File: config.mk
export PLATFORM = sky130hd
export DESIGN_NAME = quotient_bcd_converter
export DESIGN_NICKNAME = d
export VERILOG_FILES = /design/src/rtl/quotient_bcd_converter.sv
export SDC_FILE = /design/constraint.sdc
export NUM_CORES = 1
export LEC_CHECK = 0
export CORE_MARGIN = 3
export CORE_UTILIZATION = 55
export CTS_CLUSTER_SIZE = 24
export DETAILED_ROUTE_END_ITERATION = 7
export GPL_TIMING_DRIVEN = 0
export PLACE_DENSITY_LB_ADDON = 0.25
export SLEW_MARGIN = 20
export SYNTH_ARGS = -nofsm -noshare
export SYNTH_HDL_FRONTEND = slang
export SYNTH_SLANG_ARGS = --single-unit
File: constraint.sdc
create_clock -name clk -period 2.6 [get_ports clk]
set_input_delay 0.65 -clock clk [delete_from_list [all_inputs] [get_ports clk]]
set_output_delay 0.65 -clock clk [all_outputs]
set_load 0.005 [all_outputs]
File: src/rtl/quotient_bcd_converter.sv
// quotient_bcd_converter: captures a divider result and converts the
// quotient to packed BCD by serial double-dabble, one bit per clock.
module quotient_bcd_converter #(
  parameter int WIDTH  = 32,
  parameter int DIGITS = 10,
  parameter int RWIDTH = 16
) (
  input  logic                  clk,
  input  logic                  clrn,
  input  logic [WIDTH-1:0]      div_q,
  input  logic [RWIDTH-1:0]     div_r,
  input  logic                  div_ready,
  input  logic                  out_ack,
  output logic [4*DIGITS-1:0]   bcd,
  output logic [RWIDTH-1:0]     rem_out,
  output logic                  busy,
  output logic                  out_valid,
  output logic                  overrun
);

  localparam int CW = (WIDTH > 1) ? $clog2(WIDTH) : 1;
  localparam int BW = 4 * DIGITS;

  typedef enum logic {
    S_IDLE,
    S_CONV
  } state_t;

  state_t              state;
  state_t              state_nxt;
  logic                ready_d;
  logic                capture;
  logic                done;
  logic [BW-1:0]       acc;
  logic [BW-1:0]       corr;
  logic [WIDTH-1:0]    sr;
  logic [BW+WIDTH-1:0] cat;
  logic [CW-1:0]       cnt;
  logic [RWIDTH-1:0]   rem_pending;

  assign capture = div_ready & ~ready_d;
  assign done    = (cnt == CW'(WIDTH - 1));

  // State register
  always_ff @(posedge clk or negedge clrn) begin
    if (!clrn) state <= S_IDLE;
    else       state <= state_nxt;
  end

  // Next-state: idle until a capture, convert for WIDTH iterations
  always_comb begin
    state_nxt = state;
    unique case (state)
      S_IDLE: if (capture) state_nxt = S_CONV;
      S_CONV: if (done)    state_nxt = S_IDLE;
    endcase
  end

  // Outputs decoded from state
  always_comb begin
    busy = (state == S_CONV);
  end

  // Add-3 correction of every digit >= 5, then one-bit left shift
  always_comb begin
    corr = acc;
    for (int i = 0; i < DIGITS; i++) begin
      if (acc[4*i +: 4] >= 4'd5)
        corr[4*i +: 4] = acc[4*i +: 4] + 4'd3;
    end
    cat = {corr, sr} << 1;
  end

  // Datapath: capture, iterate, publish result and handshake flags
  always_ff @(posedge clk or negedge clrn) begin
    if (!clrn) begin
      ready_d     <= 1'b0;
      acc         <= '0;
      sr          <= '0;
      cnt         <= '0;
      rem_pending <= '0;
      bcd         <= '0;
      rem_out     <= '0;
      out_valid   <= 1'b0;
      overrun     <= 1'b0;
    end else begin
      ready_d <= div_ready;
      if (state == S_IDLE) begin
        if (capture) begin
          sr          <= div_q;
          acc         <= '0;
          rem_pending <= div_r;
          cnt         <= '0;
          out_valid   <= 1'b0;
        end else if (out_ack) begin
          out_valid <= 1'b0;
        end
      end else begin
        if (capture) overrun <= 1'b1;
        acc <= cat[BW+WIDTH-1:WIDTH];
        sr  <= cat[WIDTH-1:0];
        cnt <= cnt + CW'(1);
        if (done) begin
          bcd       <= cat[BW+WIDTH-1:WIDTH];
          rem_out   <= rem_pending;
          out_valid <= 1'b1;
        end
      end
    end
  end

endmodule

==> impl_metrics.json, run 1 <==
{
  "yosys_register_bits": 153,
  "cts_tree": "built",
  "port_buffers": 110,
  "yosys_warnings": 0,
  "min_period_ns": 2.46,
  "cts.sinks": 153,
  "slew_headroom": 0.482,
  "fmax_mhz": 407,
  "diodes": 0,
  "first_pass_iters": 7,
  "min_period_over_period": 0.944,
  "async_reset_ff_frac": 1.00,
  "synth_top_cell_area_share": 0.496,
  "worst_ep_arrival_time_ns": 2.73,
  "insertion_delay_ns": 0.43,
  "crit_family": "buffers and inverters",
  "crit_chain": "ha_1 > and3_1 > ha_1 > nand2_4 > buf_2 > clkbuf_1 > o21ai_0",
  "synth_top_family_by_area": "simple AND/OR/NAND/NOR gates",
  "num_vias": 6898,
  "final_common_cell": "dfrtp_1",
  "status": "finished, violations left",
  "worstRegToRegCells": 7,
  "avgRoutedWirePerCell_um": 19.9,
  "die_area_um2": 15500,
  "drt_iter0_markers": 822,
  "setup_viol": 0,
  "netlist_instances": 788,
  "synthSimpleGateAreaFrac": 0.180,
  "hp-class": "primary input to async pin",
  "rrSetupSlack_ns": 0.14,
  "cp-start-kind": "flop",
  "clkTransAtPathRegs_ns": 0.06,
  "avgSynthCellArea_um2": 9.79,
  "ant_nets": 0,
  "clock_path_buffers": 2,
  "ios": 111,
  "grt_overflow": 0,
  "fin_area_um2": 9700,
  "htree_levels": 4,
  "vias_per_cell": 6.23,
  "cp_num_buf_inv": 2,
  "synth_compound_area_frac": 0.169,
  "syn2layout_area_growth_pct": 25.8,
  "syn_nets": 862,
  "synth_edf_count": 0,
  "synth_xor_area_frac": 0.00114,
  "synthDistinctLibCells": 46,
  "violations": "design-rule violations",
  "route.met3.wl_mm": 2.14,
  "dieWidth_um": 124,
  "crit_start": "cnt[0]",
  "clock-skew-final_ns": 0.00894,
  "syn_area_um2": 7710,
  "path_max_fanout": 10,
  "hold_buffers": 0,
  "antenna_found_initial": 0,
  "critPathMaxStageDelay_ns": 0.58,
  "critPathCapture": "bcd[35]",
  "grt_start_max_net_pins": 102,
  "initial_utilization": 0.573,
  "worst_pin_slew_ns": 0.777,
  "layout_common_cells": "dfrtp_1, nand2_1, clkdlybuf4s50_1",
  "nets": 992,
  "worst-path-stages": 7,
  "place.gp.congestion": 0.944,
  "placed_area_um2": 9070,
  "drive_gt1_frac": 0.0945,
  "layout_setup_ws_ns": 0.145,
  "m1WireLength_mm": 8.51,
  "worst_ir_drop_vdd_mv": 0.586,
  "fin_hold_ws_ns": 0.129,
  "met2WireLength_mm": 10.6,
  "synth_mux_area_frac": 0.0649,
  "r2r-end": "bcd[35]",
  "synth_area_leaders": "dfrtp_1, nand2_1, mux2i_1",
  "cellLeakagePower_nw": 4.22,
  "grt_pass1_wl_mm": 35.2,
  "die_y_um": 124,
  "critical_path_class": "flop to flop",
  "slowest_stage": "clkbuf_1",
  "dp_hpwl_mm": 14.4,
  "root_buffer": "clkbuf_16",
  "maxUsedRoutingLayer": "met4",
  "cts_inserted_buffers": 17,
  "ys_seq_area_frac": 0.496,
  "multiInputGateArea_um2": 3480,
  "fillers": 1013,
  "cp-end-kind": "flop",
  "core-area_um2": 13500,
  "yosys_most_used_dff": "dfrtp_1",
  "wl_mm": 22.0,
  "required_ns": 2.88,
  "final-hold-violation-count": 0,
  "cellPowerDensity_nw_per_um2": 1220,
  "grtUsageTotal": 0.283,
  "rows": 42,
  "drc": 1,
  "slew_violations": 0,
  "crit_top_cell": "ha_1",
  "grt_pass1_vias": 6814,
  "pre_cts_ws_ns": 0.0797,
  "synth_top_cell_by_area": "dfrtp_1",
  "regArea_um2": 3830,
  "worstReg2RegStart": "cnt[0]",
  "synth_fa_ha_area_frac": 0.0357,
  "maxCapViolCount": 0,
  "rsz0062_at_grt": "no"
}
[metrics by stage]
| stage | power, W | TNS (ns) | utilization | std cells |
|---|---|---|---|---|
| global placement | 0.00881 | -786.41 | 0.672 | 1074 |
| global route | 0.0126 | 0 | 0.721 | 1107 |
| detailed placement | 0.00910 | 0 | 0.674 | 1075 |
| floorplan | 0.00711 | 0 | - | 788 |
| CTS | 0.0118 | 0 | 0.721 | 1107 |
| finish | 0.0119 | 0 | 0.721 | 1107 |
[cell families (layout without fill, tap and decap cells)]
| logic type | after synthesis | count (layout) |
|---|---|---|
| compound gates | 192 | 192 |
| xor+xnor | 1 | 1 |
| fa+ha+maj | 22 | 22 |
| buf+inv | 89 | 232 |
| flops | 153 | 153 |
| mux | 48 | 48 |
| simple gates | 283 | 283 |
[worst register-to-register path: cells and delay by family (launching register included)]
kind | cells | cell delay (ns)
buffers and inverters | 2 | 0.88
adder cells (fa/ha/maj) | 2 | 0.45
flip-flops | 1 | 0.42
AND/OR/NAND/NOR | 2 | 0.33
AO/OA/AOI/OAI | 1 | 0.22
[power by group]
group | internal, W | switching (W) | leakage (nW)
Clock | 0.00170 | 0.000958 | 0.314
Combinational | 0.00228 | 0.00285 | 1.97
Sequential | 0.00341 | 0.000681 | 1.93
[flip-flops by register name, summed over array words and instances (netlist names)]
signal       count
rem_out         16
ready_d          1
out_valid        1
rem_pending     16
busy             1
overrun          1
bcd             40
cnt              5
acc             40
sr              32
[per-layer routing]
layer	vias to the layer above	track usage
li1	3121	-
met1	3302	0.352
met2	396	0.458
met3	79	0.0772
met4	0	0.138
met5	-	0
[worst min-delay path by stage]
stage / from / slack [ns] / cells past startpoint / end
global route: clrn / 0.16 / 1 / bcd[10]
CTS: clrn / 0.15 / 1 / bcd[10]
global placement: rem_pending[13] / 0.44 / 2 / rem_out[13]
floorplan: clrn / 0.35 / 0 / acc[0]
detailed placement: rem_pending[2] / 0.45 / 2 / rem_out[2]
finish: clrn / 0.13 / 1 / bcd[10]
[cell usage after synthesis (all sizes together), types with 3 or more instances]
master / instances
o22ai: 10
o21ai: 64
o31ai: 17
or4: 17
dfrtp: 153
nand2: 153
nand4: 12
o211ai: 5
o2111ai: 6
inv: 25
nand2b: 14
nor2: 4
a21boi: 9
a211o: 3
nor3b: 10
o311ai: 18
a2111o: 13
a21oi: 13
mux2i: 32
clkbuf: 24
ha: 22
nor2b: 14
and3b: 7
a31oi: 18
buf: 40
mux2: 16
nand3: 49
a211oi: 8
[cell type report]
cell class	instances	area share
plain buffers	64	0.0326
clock buffers	24	0.0507
clock inverters	8	0.0144
inverters	25	0.00967
multi-input cells	546	0.358
flip-flops and latches	153	0.395
well taps	176	0.0227
repair buffers	111	0.117
[repair_timing]
item                       in CTS  in global routing
resized for setup               0                  1
buffers inserted                0                  0
setup endpoints to repair       0                  1
Power figures use the tool's default switching activity.
==> inputs of run 2 (changes only) <==
--- a/config.mk
+++ b/config.mk
@@ -5,6 +5,7 @@
 export SDC_FILE = /design/constraint.sdc
 export NUM_CORES = 1
 export LEC_CHECK = 0
+export CAP_MARGIN = 25
 export CORE_MARGIN = 3
 export CORE_UTILIZATION = 55
 export CTS_CLUSTER_SIZE = 24
==> results of run 2 <==
No change in the layout: final DEF, timing and power equal those of run 1.
